$ cat src/rtl/fill_rect_data_gen_engine_p.sv
// Fill-rect data generator: on a start strobe it streams one write beat per
// (pixel, colour channel) of a wid x hgt rectangle to the memory arbiter,
// in solid-fill or outline-only mode. Beats advance only on a real transfer.
module fill_rect_data_gen_engine_p #(
  parameter int ADDR_W       = 16,
  parameter int DATA_W       = 32,
  parameter int LANES        = 4,
  parameter int CH_BITS      = 4,
  parameter int NUM_CH       = 3,
  parameter int PIX_PER_LANE = 2,
  parameter int ROW_STRIDE   = 240
) (
  input  logic                      i_clk,
  input  logic                      i_rst,
  input  logic                      i_start_strobe,
  input  logic [ADDR_W-1:0]         i_init_addr,
  input  logic [15:0]               i_cmd_wid,
  input  logic [15:0]               i_cmd_hgt,
  input  logic                      i_cmd_mode,
  input  logic [NUM_CH*CH_BITS-1:0] i_cmd_ch_val,
  output logic                      o_decode_start_strobe,
  output logic                      o_busy,
  output logic                      o_done_strobe,
  output logic                      o_arb_out_rts,
  input  logic                      i_arb_in_rtr,
  output logic [ADDR_W-1:0]         o_arb_out_addr,
  output logic [DATA_W-1:0]         o_arb_out_data,
  output logic [LANES-1:0]          o_arb_out_wben,
  output logic                      o_arb_out_op
);

  localparam int LANE_W   = DATA_W / LANES;
  localparam int PPW      = LANES * PIX_PER_LANE;
  localparam int LOG2_PPL = $clog2(PIX_PER_LANE);
  localparam int LOG2_PPW = $clog2(PPW);
  localparam int C_W      = (NUM_CH > 1) ? $clog2(NUM_CH) : 1;
  localparam int REP      = LANE_W / CH_BITS;

  // S_ZERO is the accept cycle of an empty rectangle; S_FINISH carries done.
  localparam logic [1:0] S_IDLE   = 2'd0;
  localparam logic [1:0] S_DRIVE  = 2'd1;
  localparam logic [1:0] S_ZERO   = 2'd2;
  localparam logic [1:0] S_FINISH = 2'd3;

  // v * NUM_CH built from shifted adds of the set bits of NUM_CH
  function automatic logic [ADDR_W-1:0] times_num_ch(input logic [15:0] v);
    logic [ADDR_W-1:0] acc;
    acc = '0;
    for (int b = 0; b < 31; b++) begin
      if (((NUM_CH >> b) & 1) != 0) begin
        acc = acc + ADDR_W'(32'(v) << b);
      end else begin
        acc = acc;
      end
    end
    return acc;
  endfunction

  logic [1:0]                r_state;
  logic [15:0]               r_wid;
  logic [15:0]               r_hgt;
  logic                      r_mode;
  logic [NUM_CH*CH_BITS-1:0] r_ch_val;
  logic [15:0]               r_x;
  logic [15:0]               r_y;
  logic [C_W-1:0]            r_c;
  logic [ADDR_W-1:0]         r_row_base;
  logic [ADDR_W-1:0]         r_word_off;
  logic [ADDR_W-1:0]         r_jump_off;

  logic                      w_xfc;
  logic                      w_last_beat;
  logic [15:0]               w_nx;
  logic [15:0]               w_ny;
  logic [C_W-1:0]            w_nc;
  logic [ADDR_W-1:0]         w_nrow;
  logic [ADDR_W-1:0]         w_noff;

  logic [15:0]               w_sel_x;
  logic [C_W-1:0]            w_sel_c;
  logic [ADDR_W-1:0]         w_sel_row;
  logic [ADDR_W-1:0]         w_sel_off;
  logic [NUM_CH*CH_BITS-1:0] w_sel_chv;
  logic [CH_BITS-1:0]        w_ch;
  logic [LANE_W-1:0]         w_rep;
  logic [15:0]               w_lane;
  logic [ADDR_W-1:0]         w_beat_addr;
  logic [DATA_W-1:0]         w_beat_data;
  logic [LANES-1:0]          w_beat_wben;

  assign w_xfc        = o_arb_out_rts & i_arb_in_rtr;
  assign o_arb_out_op = 1'b0;

  // Next position in the walk: channel, then column (with outline jump), then row
  always_comb begin
    w_nx        = r_x;
    w_ny        = r_y;
    w_nc        = r_c;
    w_nrow      = r_row_base;
    w_noff      = r_word_off;
    w_last_beat = 1'b0;
    if (r_c != C_W'(NUM_CH - 1)) begin
      w_nc = r_c + C_W'(1);
    end else begin
      w_nc = '0;
      if (r_x != r_wid - 16'd1) begin
        if (r_mode && (r_y != 16'd0) && (r_y != r_hgt - 16'd1) && (r_x == 16'd0)) begin
          // interior outline row: skip straight to the right edge
          w_nx   = r_wid - 16'd1;
          w_noff = r_jump_off;
        end else begin
          w_nx = r_x + 16'd1;
          if (&r_x[LOG2_PPW-1:0]) begin
            w_noff = r_word_off + ADDR_W'(NUM_CH);
          end else begin
            w_noff = r_word_off;
          end
        end
      end else if (r_y != r_hgt - 16'd1) begin
        w_ny   = r_y + 16'd1;
        w_nx   = 16'd0;
        w_noff = '0;
        w_nrow = r_row_base + ADDR_W'(ROW_STRIDE);
      end else begin
        w_last_beat = 1'b1;
      end
    end
  end

  // Format the beat to present next: first beat on accept, else the advanced position
  always_comb begin
    if (r_state == S_IDLE) begin
      w_sel_x   = 16'd0;
      w_sel_c   = '0;
      w_sel_row = i_init_addr;
      w_sel_off = '0;
      w_sel_chv = i_cmd_ch_val;
    end else begin
      w_sel_x   = w_nx;
      w_sel_c   = w_nc;
      w_sel_row = w_nrow;
      w_sel_off = w_noff;
      w_sel_chv = r_ch_val;
    end
    w_ch = '0;
    for (int ch = 0; ch < NUM_CH; ch++) begin
      w_ch = (w_sel_c == C_W'(ch)) ? w_sel_chv[ch*CH_BITS +: CH_BITS] : w_ch;
    end
    w_rep       = {REP{w_ch}};
    w_lane      = (w_sel_x >> LOG2_PPL) & 16'(LANES - 1);
    w_beat_data = '0;
    w_beat_wben = '0;
    for (int l = 0; l < LANES; l++) begin
      w_beat_data[l*LANE_W +: LANE_W] = (w_lane == 16'(l)) ? w_rep : '0;
      w_beat_wben[l]                  = (w_lane == 16'(l));
    end
    w_beat_addr = w_sel_row + w_sel_off + ADDR_W'(w_sel_c);
  end

  // Control FSM, walk counters and registered arbiter outputs
  always_ff @(posedge i_clk) begin
    if (i_rst) begin
      r_state               <= S_IDLE;
      r_wid                 <= '0;
      r_hgt                 <= '0;
      r_mode                <= 1'b0;
      r_ch_val              <= '0;
      r_x                   <= '0;
      r_y                   <= '0;
      r_c                   <= '0;
      r_row_base            <= '0;
      r_word_off            <= '0;
      r_jump_off            <= '0;
      o_decode_start_strobe <= 1'b0;
      o_busy                <= 1'b0;
      o_done_strobe         <= 1'b0;
      o_arb_out_rts         <= 1'b0;
      o_arb_out_addr        <= '0;
      o_arb_out_data        <= '0;
      o_arb_out_wben        <= '0;
    end else begin
      o_decode_start_strobe <= 1'b0;
      o_done_strobe         <= 1'b0;
      case (r_state)
        S_IDLE: begin
          if (i_start_strobe) begin
            r_wid                 <= i_cmd_wid;
            r_hgt                 <= i_cmd_hgt;
            r_mode                <= i_cmd_mode;
            r_ch_val              <= i_cmd_ch_val;
            r_x                   <= '0;
            r_y                   <= '0;
            r_c                   <= '0;
            r_row_base            <= i_init_addr;
            r_word_off            <= '0;
            r_jump_off            <= times_num_ch((i_cmd_wid - 16'd1) >> LOG2_PPW);
            o_decode_start_strobe <= 1'b1;
            o_busy                <= 1'b1;
            if ((i_cmd_wid == 16'd0) || (i_cmd_hgt == 16'd0)) begin
              r_state <= S_ZERO;
            end else begin
              r_state        <= S_DRIVE;
              o_arb_out_rts  <= 1'b1;
              o_arb_out_addr <= w_beat_addr;
              o_arb_out_data <= w_beat_data;
              o_arb_out_wben <= w_beat_wben;
            end
          end
        end
        S_DRIVE: begin
          if (w_xfc) begin
            if (w_last_beat) begin
              o_arb_out_rts <= 1'b0;
              o_busy        <= 1'b0;
              o_done_strobe <= 1'b1;
              r_state       <= S_FINISH;
            end else begin
              r_x            <= w_nx;
              r_y            <= w_ny;
              r_c            <= w_nc;
              r_row_base     <= w_nrow;
              r_word_off     <= w_noff;
              o_arb_out_addr <= w_beat_addr;
              o_arb_out_data <= w_beat_data;
              o_arb_out_wben <= w_beat_wben;
            end
          end
        end
        S_ZERO: begin
          o_busy        <= 1'b0;
          o_done_strobe <= 1'b1;
          r_state       <= S_FINISH;
        end
        S_FINISH: begin
          r_state <= S_IDLE;
        end
        default: begin
          r_state       <= S_IDLE;
          o_busy        <= 1'b0;
          o_arb_out_rts <= 1'b0;
        end
      endcase
    end
  end

endmodule

$ cat config.mk
export PLATFORM = sky130hd
export DESIGN_NAME = fill_rect_data_gen_engine_p
export DESIGN_NICKNAME = d
export VERILOG_FILES = /design/src/rtl/fill_rect_data_gen_engine_p.sv
export SDC_FILE = /design/constraint.sdc
export NUM_CORES = 1
export LEC_CHECK = 0
export BUFFER_PORTS_ARGS = -buffer_cell sky130_fd_sc_hd__buf_4
export CORE_MARGIN = 2
export CORE_UTILIZATION = 54
export DETAILED_ROUTE_END_ITERATION = 8
export PLACE_DENSITY_LB_ADDON = 0.1
export SYNTH_ARGS = -nofsm -noshare
export SYNTH_HDL_FRONTEND = slang
export SYNTH_SLANG_ARGS = --single-unit
$ cat constraint.sdc
create_clock -name i_clk -period 6.5 [get_ports i_clk]
set_input_delay 0.975 -clock i_clk [delete_from_list [all_inputs] [get_ports i_clk]]
set_output_delay 0.975 -clock i_clk [all_outputs]
set_load 0.02 [all_outputs]
==> results of run 1 <==
-- logic make-up after synthesis --
logic type / synth area share (%)
DFF: 29.98
adders and majority gates: 6.737
buffers and inverters: 6.257
and+or+nand+nor: 25.20
muxes: 2.074
xor gates and xnor gates: 9.045
other: 0.03343
AOI/OAI and AO/OA: 20.68
-- flip-flops by register name, indices dropped and copies added (netlist names) --
name and flops:
o_arb_out_data 16, r_c 2, o_arb_out_rts 1, r_ch_val 12
r_wid 16, r_jump_off 15, r_word_off 16, r_hgt 16
o_arb_out_wben 4, o_arb_out_addr 16, r_mode 1, r_x 16
o_done_strobe 1, o_decode_start_strobe 1, r_y 16, r_state 2
o_busy 1, r_row_base 16
-- synthesized netlist by cell type (10+ instances only) --
cell type / number
sky130_fd_sc_hd__clkbuf_1: 59
sky130_fd_sc_hd__or3_1: 12
sky130_fd_sc_hd__buf_4: 22
sky130_fd_sc_hd__nand4_1: 25
sky130_fd_sc_hd__o2bb2ai_1: 13
sky130_fd_sc_hd__nand2b_1: 12
sky130_fd_sc_hd__buf_2: 11
sky130_fd_sc_hd__dfxtp_1: 168
sky130_fd_sc_hd__o31ai_1: 10
sky130_fd_sc_hd__and3_1: 25
sky130_fd_sc_hd__a21o_1: 11
sky130_fd_sc_hd__inv_1: 54
sky130_fd_sc_hd__nor3_1: 41
sky130_fd_sc_hd__nor4_1: 25
sky130_fd_sc_hd__nand3_1: 23
sky130_fd_sc_hd__nand2_1: 222
sky130_fd_sc_hd__xnor2_1: 57
sky130_fd_sc_hd__mux2i_1: 15
sky130_fd_sc_hd__xor2_1: 44
sky130_fd_sc_hd__o21ai_0: 63
sky130_fd_sc_hd__ha_1: 54
sky130_fd_sc_hd__o21ai_1: 16
sky130_fd_sc_hd__a21oi_1: 145
sky130_fd_sc_hd__a211oi_1: 16
sky130_fd_sc_hd__nor2b_1: 22
sky130_fd_sc_hd__nor2_1: 123
-- worst register-to-register path, stage by stage (launching register included) --
cell and delay (ns):
sky130_fd_sc_hd__dfxtp_1 0.34, sky130_fd_sc_hd__inv_1 0.07, sky130_fd_sc_hd__ha_2 0.20, sky130_fd_sc_hd__or3b_4 0.43, sky130_fd_sc_hd__or4_1 0.49, sky130_fd_sc_hd__a222oi_1 0.31, sky130_fd_sc_hd__nand4_1 0.24, sky130_fd_sc_hd__o41ai_4 0.36
sky130_fd_sc_hd__buf_4 0.19, sky130_fd_sc_hd__mux2i_1 0.09, sky130_fd_sc_hd__o22ai_2 0.19, sky130_fd_sc_hd__nand2_1 0.10, sky130_fd_sc_hd__fa_1 0.51, sky130_fd_sc_hd__inv_1 0.05, sky130_fd_sc_hd__ha_1 0.22, sky130_fd_sc_hd__fa_2 0.37
sky130_fd_sc_hd__a211o_1 0.32, sky130_fd_sc_hd__a21oi_2 0.15, sky130_fd_sc_hd__o31ai_1 0.11, sky130_fd_sc_hd__a41oi_2 0.17, sky130_fd_sc_hd__nand2_1 0.09, sky130_fd_sc_hd__a31o_2 0.24, sky130_fd_sc_hd__a21o_1 0.20, sky130_fd_sc_hd__xnor2_1 0.13
sky130_fd_sc_hd__a311o_1 0.34, sky130_fd_sc_hd__a21oi_1 0.12
-- power groups by stage --
| stage | combinational (uW) | sequential, uW | clock [uW] |
|---|---|---|---|
| 2_1_floorplan | 1500 | 1390 | 0 |
| 3_3_place_gp | 2050 | 1370 | 0 |
| 3_5_place_dp | 2070 | 1370 | 0 |
| 4_1_cts | 2080 | 1350 | 955 |
| 5_1_grt | 2310 | 1380 | 995 |
| 6_report | 2110 | 1360 | 945 |
-- worst max path at each step --
stage	end	slack, ns	depth (start not counted)
after floorplan	o_arb_out_addr[15]	0.38	26
after global placement	o_arb_out_addr[15]	0.19	24
after detailed placement	o_arb_out_addr[15]	0.07	24
after CTS	o_arb_out_addr[15]	0.01	24
after global routing	o_arb_out_addr[15]	0.05	25
final	o_arb_out_addr[15]	0.38	25
-- cell type report --
class                      instances  area (um2)  share of cell area (%)
multi-input combinational       1135        7193                   56.57
clock buffer                      20       436.7                   3.434
inverter                          54       202.7                   1.594
tap                              270       337.8                   2.657
timing repair buffer             145        1089                   8.561
sequential                       168        3363                   26.45
clock inverter                    12       92.59                  0.7282
-- metal layers --
metal	global-route usage, %	up-vias
met5	0	-
met4	8.429	0
met3	3.466	51
met2	46.71	312
met1	37.00	4971
li1	-	5243
-- through the flow --
step | instance area (um2) | hold WS [ns]
2_1_floorplan | 11220 | 0.4312
3_3_place_gp | 12140 | 0.4429
3_5_place_dp | 12140 | 0.4456
4_1_cts | 12670 | 0.4551
5_1_grt | 12710 | 0.4750
6_report | 12710 | 0.4526
-- repair_timing --
action                     CTS  global route
resized for setup            0             8
buffers inserted             0             2
setup endpoints to repair    0             1
==> out/metrics.cfg, run 1 <==
[synthesis]
postSynthRegisterBits = 168
synthesis.instances = 1460
yosys_cell_types = 92
synth_top_cell_by_area = sky130_fd_sc_hd__dfxtp_1
area_contributors_post_synth = sky130_fd_sc_hd__dfxtp_1 30%, sky130_fd_sc_hd__nand2_1 7.4%, sky130_fd_sc_hd__a21oi_1 6.5%
synth_area_per_cell_um2 = 7.684
synthesized_net_count = 1583
synthArstFlopShare_pct = 0
netlist_area_um2 = 11220
edff_count_synth = 0
yosys_warnings = 0
yosys.area.top_type_share_pct = 29.98
synthFlopType = sky130_fd_sc_hd__dfxtp_1
synth.yosys.seq_area_share_pct = 29.98

[pwr]
static-leakage-power_uw = 0.005067
ir_worst_vdd_mv = 0.1987
power.share.combinational_pct = 47.8
overall_power_consumption_uw = 4408
power.sequential.fraction_pct = 30.8
share_of_power_burned_in_the_clock_network_pct = 21.4
p_switching_uw = 1956
power_report.internal_total_uw = 2453
power_density_nw_per_um2 = 346.7
p_sw_share_pct = 44.36

[clocking]
h-tree-depth = 4
clock-sinks = 168
insertion_delay_ns = 0.43
clock_tree.root_cell = sky130_fd_sc_hd__clkbuf_16
cts_made_buffers = 17
postCtsHoldBufs = 0
clock_pin_slew_on_the_worst_setup_and_hold_paths_ns = 0.07
clk_path_buf_depth = 2
cts_tree = yes

[drt]
highest-signal-layer = met4
drt_pre_antenna_iters = 5
drcViolationCount = 0
wirelength_um = 30630
wl_per_cell_um = 16.98
postRouteAntennaNets = 0
met1Wirelength_um = 13750
drt-initial-drc-count = 731
route.vias.total = 10577
route.detailed.vias_per_inst = 5.863
routed-wl-met3_um = 1637
wl_met2_um = 14570

[placed_design]
port_buffers = 120
dp_slack_ns = 0.07481
numPlacedInstances = 1770
gp_routability_congestion = 0.8838
half_perimeter_wire_length_after_detailed_placement_um = 22190

[timing]
timing.slew.headroom_pct = 31.23
hold_viol = 0
layout_worst_path_cycle_share_pct = 94.16
post-route-min-period_ns = 6.121
setup_total_negative_slack_ns = 0
fin_clk_skew_ns = 0.01270
unrepaired_setup_endpoints_after_global_routing = no
finalWorstSetupSlack_ns = 0.3794
setup_viol = 0
worst_slew_pin_slew_ns = 1.028
final_slew_viol_count = 0
maxClockFrequency_ghz = 0.1634

[die]
core_um2 = 20300
initial_utilization_pct = 55.26
rows = 52
die-height_um = 148.1
design.die.area_um2 = 21940
ios = 122
fp.dieW_um = 148.1

[finish]
synthToLayoutAreaGrowth_pct = 13.34
post-route-util_pct = 62.64
drive_gt1_share_pct = 14.86
instances_no_fill = 1804
commonest_non_fill_non_tap_cells_in_the_layout = 221 x sky130_fd_sc_hd__nand2_1, 168 x sky130_fd_sc_hd__dfxtp_1, 145 x sky130_fd_sc_hd__buf_4
antenna_cells = 0
num-nets-final = 1644
count_of_filler_cells_inserted_in_the_layout = 1869
commonest_non_fill_non_tap_cell_in_the_layout = sky130_fd_sc_hd__nand2_1

[critical_path]
startpoint_type = flop
crit_slowest_cell = sky130_fd_sc_hd__fa_1
timing.rr.start = r_hgt[1]
r2r-end = o_arb_out_addr[15]
required_time_of_the_critical_path_ns = 6.86
setup.worst_path.end_class = flop
timing.reg2reg.setup_slack_ns = 0.38
worstPathBufferInverterCount = 3
worst_r2r_path_cells = 25
critical_path.startpoint = r_hgt[1]
critical_path_peak_fanout = 7
arrival_ns = 6.48
critPathTopFamily = compound AO/OA/AOI/OAI gates
worstSetupPathType = flop to flop
worst_path_largest_cell_delay_ns = 0.51

[grt]
grt_pass1_wl_um = 49800
grt_antenna_before_repair = 0
grt_util_all_layers_pct = 27.62
vias_in_the_first_global_route = 10022
grt_remaining_overflow = 0
largest_net_degree_at_the_start_of_global_routing = 91

[worst_hold_path]
hold_end = r_jump_off[11]
hp-start = r_jump_off[11]
hold_path_class = flop to flop
hold_path_depth = 2

[outcome]
outcome = completed

[flow_run]
maxCapViolCount = 0

No activity file was read; power rests on OpenSTA's default activity.
==> run 2, diff against run 1 <==
ABC_AREA = 1   (was default)
CORE_UTILIZATION = 50   (was 54)
SLEW_MARGIN = 20   (was default)
==> out/metrics.cfg, run 2 <==
[timing]
final_slew_viol_count = 0
worst_slew_pin_slew_ns = 0.9085
setup_viol = 0
hold_viol = 0
setup_total_negative_slack_ns = 0
layout_worst_path_cycle_share_pct = 82.21
fin_clk_skew_ns = 0.01248
finalWorstSetupSlack_ns = 1.156
post-route-min-period_ns = 5.344
maxClockFrequency_ghz = 0.1871
timing.slew.headroom_pct = 39.36
unrepaired_setup_endpoints_after_global_routing = no

[grt]
grt_remaining_overflow = 0
grt_util_all_layers_pct = 28.97
grt_pass1_wl_um = 56500
largest_net_degree_at_the_start_of_global_routing = 89
vias_in_the_first_global_route = 10815
grt_antenna_before_repair = 0

[finish]
commonest_non_fill_non_tap_cell_in_the_layout = sky130_fd_sc_hd__nand2_1
post-route-util_pct = 56.97
post-route-cell-area_um2 = 13250
synthToLayoutAreaGrowth_pct = 13.16
drive_gt1_share_pct = 12.06
antenna_cells = 0
commonest_non_fill_non_tap_cells_in_the_layout = 432 x sky130_fd_sc_hd__nand2_1, 195 x sky130_fd_sc_hd__nor2_1, 184 x sky130_fd_sc_hd__inv_1
count_of_filler_cells_inserted_in_the_layout = 2342
instances_no_fill = 2209
num-nets-final = 2000

[synthesis]
yosys_cell_types = 59
postSynthRegisterBits = 168
synth_area_per_cell_um2 = 6.470
yosys_warnings = 0
synthArstFlopShare_pct = 0
synthesis.instances = 1810
synthesized_net_count = 1933
yosys.area.top_type_share_pct = 28.72
edff_count_synth = 0
most_common_cell_in_the_netlist = sky130_fd_sc_hd__nand2_1
area_contributors_post_synth = sky130_fd_sc_hd__dfxtp_1 29%, sky130_fd_sc_hd__nand2_1 14%, sky130_fd_sc_hd__a21oi_1 7.8%
synth_top_cell_by_area = sky130_fd_sc_hd__dfxtp_1
synthFlopType = sky130_fd_sc_hd__dfxtp_1
yosys-top-cells-count = 433 x sky130_fd_sc_hd__nand2_1, 196 x sky130_fd_sc_hd__nor2_1, 185 x sky130_fd_sc_hd__inv_1
synth.yosys.seq_area_share_pct = 28.72
netlist_area_um2 = 11710

[critical_path]
critPathTopFamily = simple AND/OR/NAND/NOR gates
arrival_ns = 5.69
worstSetupPathType = flop to flop
startpoint_type = flop
crit_slowest_cell = sky130_fd_sc_hd__fa_1
setup.worst_path.end_class = flop
timing.rr.start = r_wid[0]
required_time_of_the_critical_path_ns = 6.85
timing.reg2reg.setup_slack_ns = 1.16
r2r-end = o_arb_out_addr[15]
setup.worst_path.end = o_arb_out_addr[15]
worst_r2r_path_cells = 34
cp.depth = 34
critical_path.startpoint = r_wid[0]
cpMostUsedCell = sky130_fd_sc_hd__nand2_1
worst_path_largest_cell_delay_ns = 0.51
worstPathBufferInverterCount = 6
critical_path_peak_fanout = 11

[clocking]
cts.repair_timing.setup_buffer_count = 0
clock-sinks = 168
clock_tree.root_cell = sky130_fd_sc_hd__clkbuf_16
clk_path_buf_depth = 2
cts_made_buffers = 17
clock_pin_slew_on_the_worst_setup_and_hold_paths_ns = 0.08
cts_tree = yes
postCtsResizedCells = 0
h-tree-depth = 4
insertion_delay_ns = 0.44
postCtsHoldBufs = 0

[pwr]
power_density_nw_per_um2 = 404.7
power.share.combinational_pct = 52.0
p_sw_share_pct = 49.36
static-leakage-power_uw = 0.006015
power.sequential.fraction_pct = 28.1
power_report.internal_total_uw = 2716
share_of_power_burned_in_the_clock_network_pct = 19.9
p_switching_uw = 2647
ir_worst_vdd_mv = 0.2940

[drt]
drt_pre_antenna_iters = 6
wl_per_cell_um = 16.26
route.vias.total = 11931
drt-initial-drc-count = 965
drcViolationCount = 0
wirelength_um = 35920
postRouteAntennaNets = 0
route.detailed.vias_per_inst = 5.401

[placed_design]
half_perimeter_wire_length_after_detailed_placement_um = 26810
dp_slack_ns = 1.202
port_buffers = 120
placed_instance_area_um2 = 12660
gp_routability_congestion = 0.8956
numPlacedInstances = 2177

[die]
core_um2 = 23260
fp.dieW_um = 157.0
design.die.area_um2 = 24660
initial_utilization_pct = 50.34
die-height_um = 157.0
rows = 56
ios = 122

[flow_run]
maxCapViolCount = 0

[worst_hold_path]
hold_path_class = flop to flop

[outcome]
outcome = completed

## run 2: metrics by stage
step                      power (uW)  hold slack (ns)
after CTS                       5349           0.4688
after global routing            5773           0.4837
after detailed placement        4271           0.4575
after floorplan                 3562           0.4443
final                           5363           0.4674
after global placement          4240           0.4521
## run 2: layer usage
metal	routed length, um	share of wire [%]	track usage, %	vias to the layer above
met2	16920	47	48.41	369
met5	0	0	0	-
met1	16140	45	38.54	5465
li1	-	-	-	6038
met3	1947	5.4	3.965	59
met4	916	2.5	9.697	0
## run 2: cell families after synthesis
kind of cell    count (synthesis)  share of synthesized area [%]
simple gates                  862                          32.62
compound gates                377                          17.06
buf+inv                       276                          9.893
flops                         168                          28.72
xor+xnor                       67                          5.139
fa+ha+maj                      58                          6.453
other cells                     1                        0.03202
mux                             1                        0.08547
## run 2: area by class of cell
| cell class | count | area (um2) | share of cell area, % |
|---|---|---|---|
| sequential | 168 | 3363 | 25.38 |
| clock buffer | 18 | 439.2 | 3.314 |
| timing repair buffer | 129 | 968.4 | 7.307 |
| inverter | 195 | 734.5 | 5.542 |
| clock inverter | 14 | 153.9 | 1.161 |
| tap | 319 | 399.1 | 3.012 |
| multi-input combinational | 1366 | 7194 | 54.29 |
## run 2: power groups by stage
stage	Combinational [uW]	Sequential [uW]	Clock [uW]
after detailed placement	2750	1520	0
final	2790	1510	1070
after global placement	2720	1520	0
after CTS	2770	1500	1080
after global routing	3120	1530	1120
after floorplan	2030	1530	0
## run 2: worst min-delay path by stage
stage | depth (start not counted) | endpoint | slack (ns) | from
after floorplan | 2 | r_wid[15] | 0.44 | r_wid[15]
after global placement | 2 | r_row_base[1] | 0.45 | r_row_base[1]
after detailed placement | 2 | r_row_base[2] | 0.46 | r_row_base[2]
after CTS | 2 | r_row_base[2] | 0.47 | r_row_base[2]
after global routing | 2 | r_row_base[3] | 0.48 | r_row_base[3]
final | 2 | r_row_base[2] | 0.47 | r_row_base[2]
## run 2: worst reg2reg max path, delay by kind of cell (launching register included)
| kind | cells | cell delay (ns) |
|---|---|---|
| buf+inv | 6 | 0.57 |
| flops | 1 | 0.32 |
| fa+ha+maj | 4 | 1.39 |
| compound gates | 5 | 0.84 |
| xor+xnor | 1 | 0.18 |
| simple gates | 18 | 1.97 |
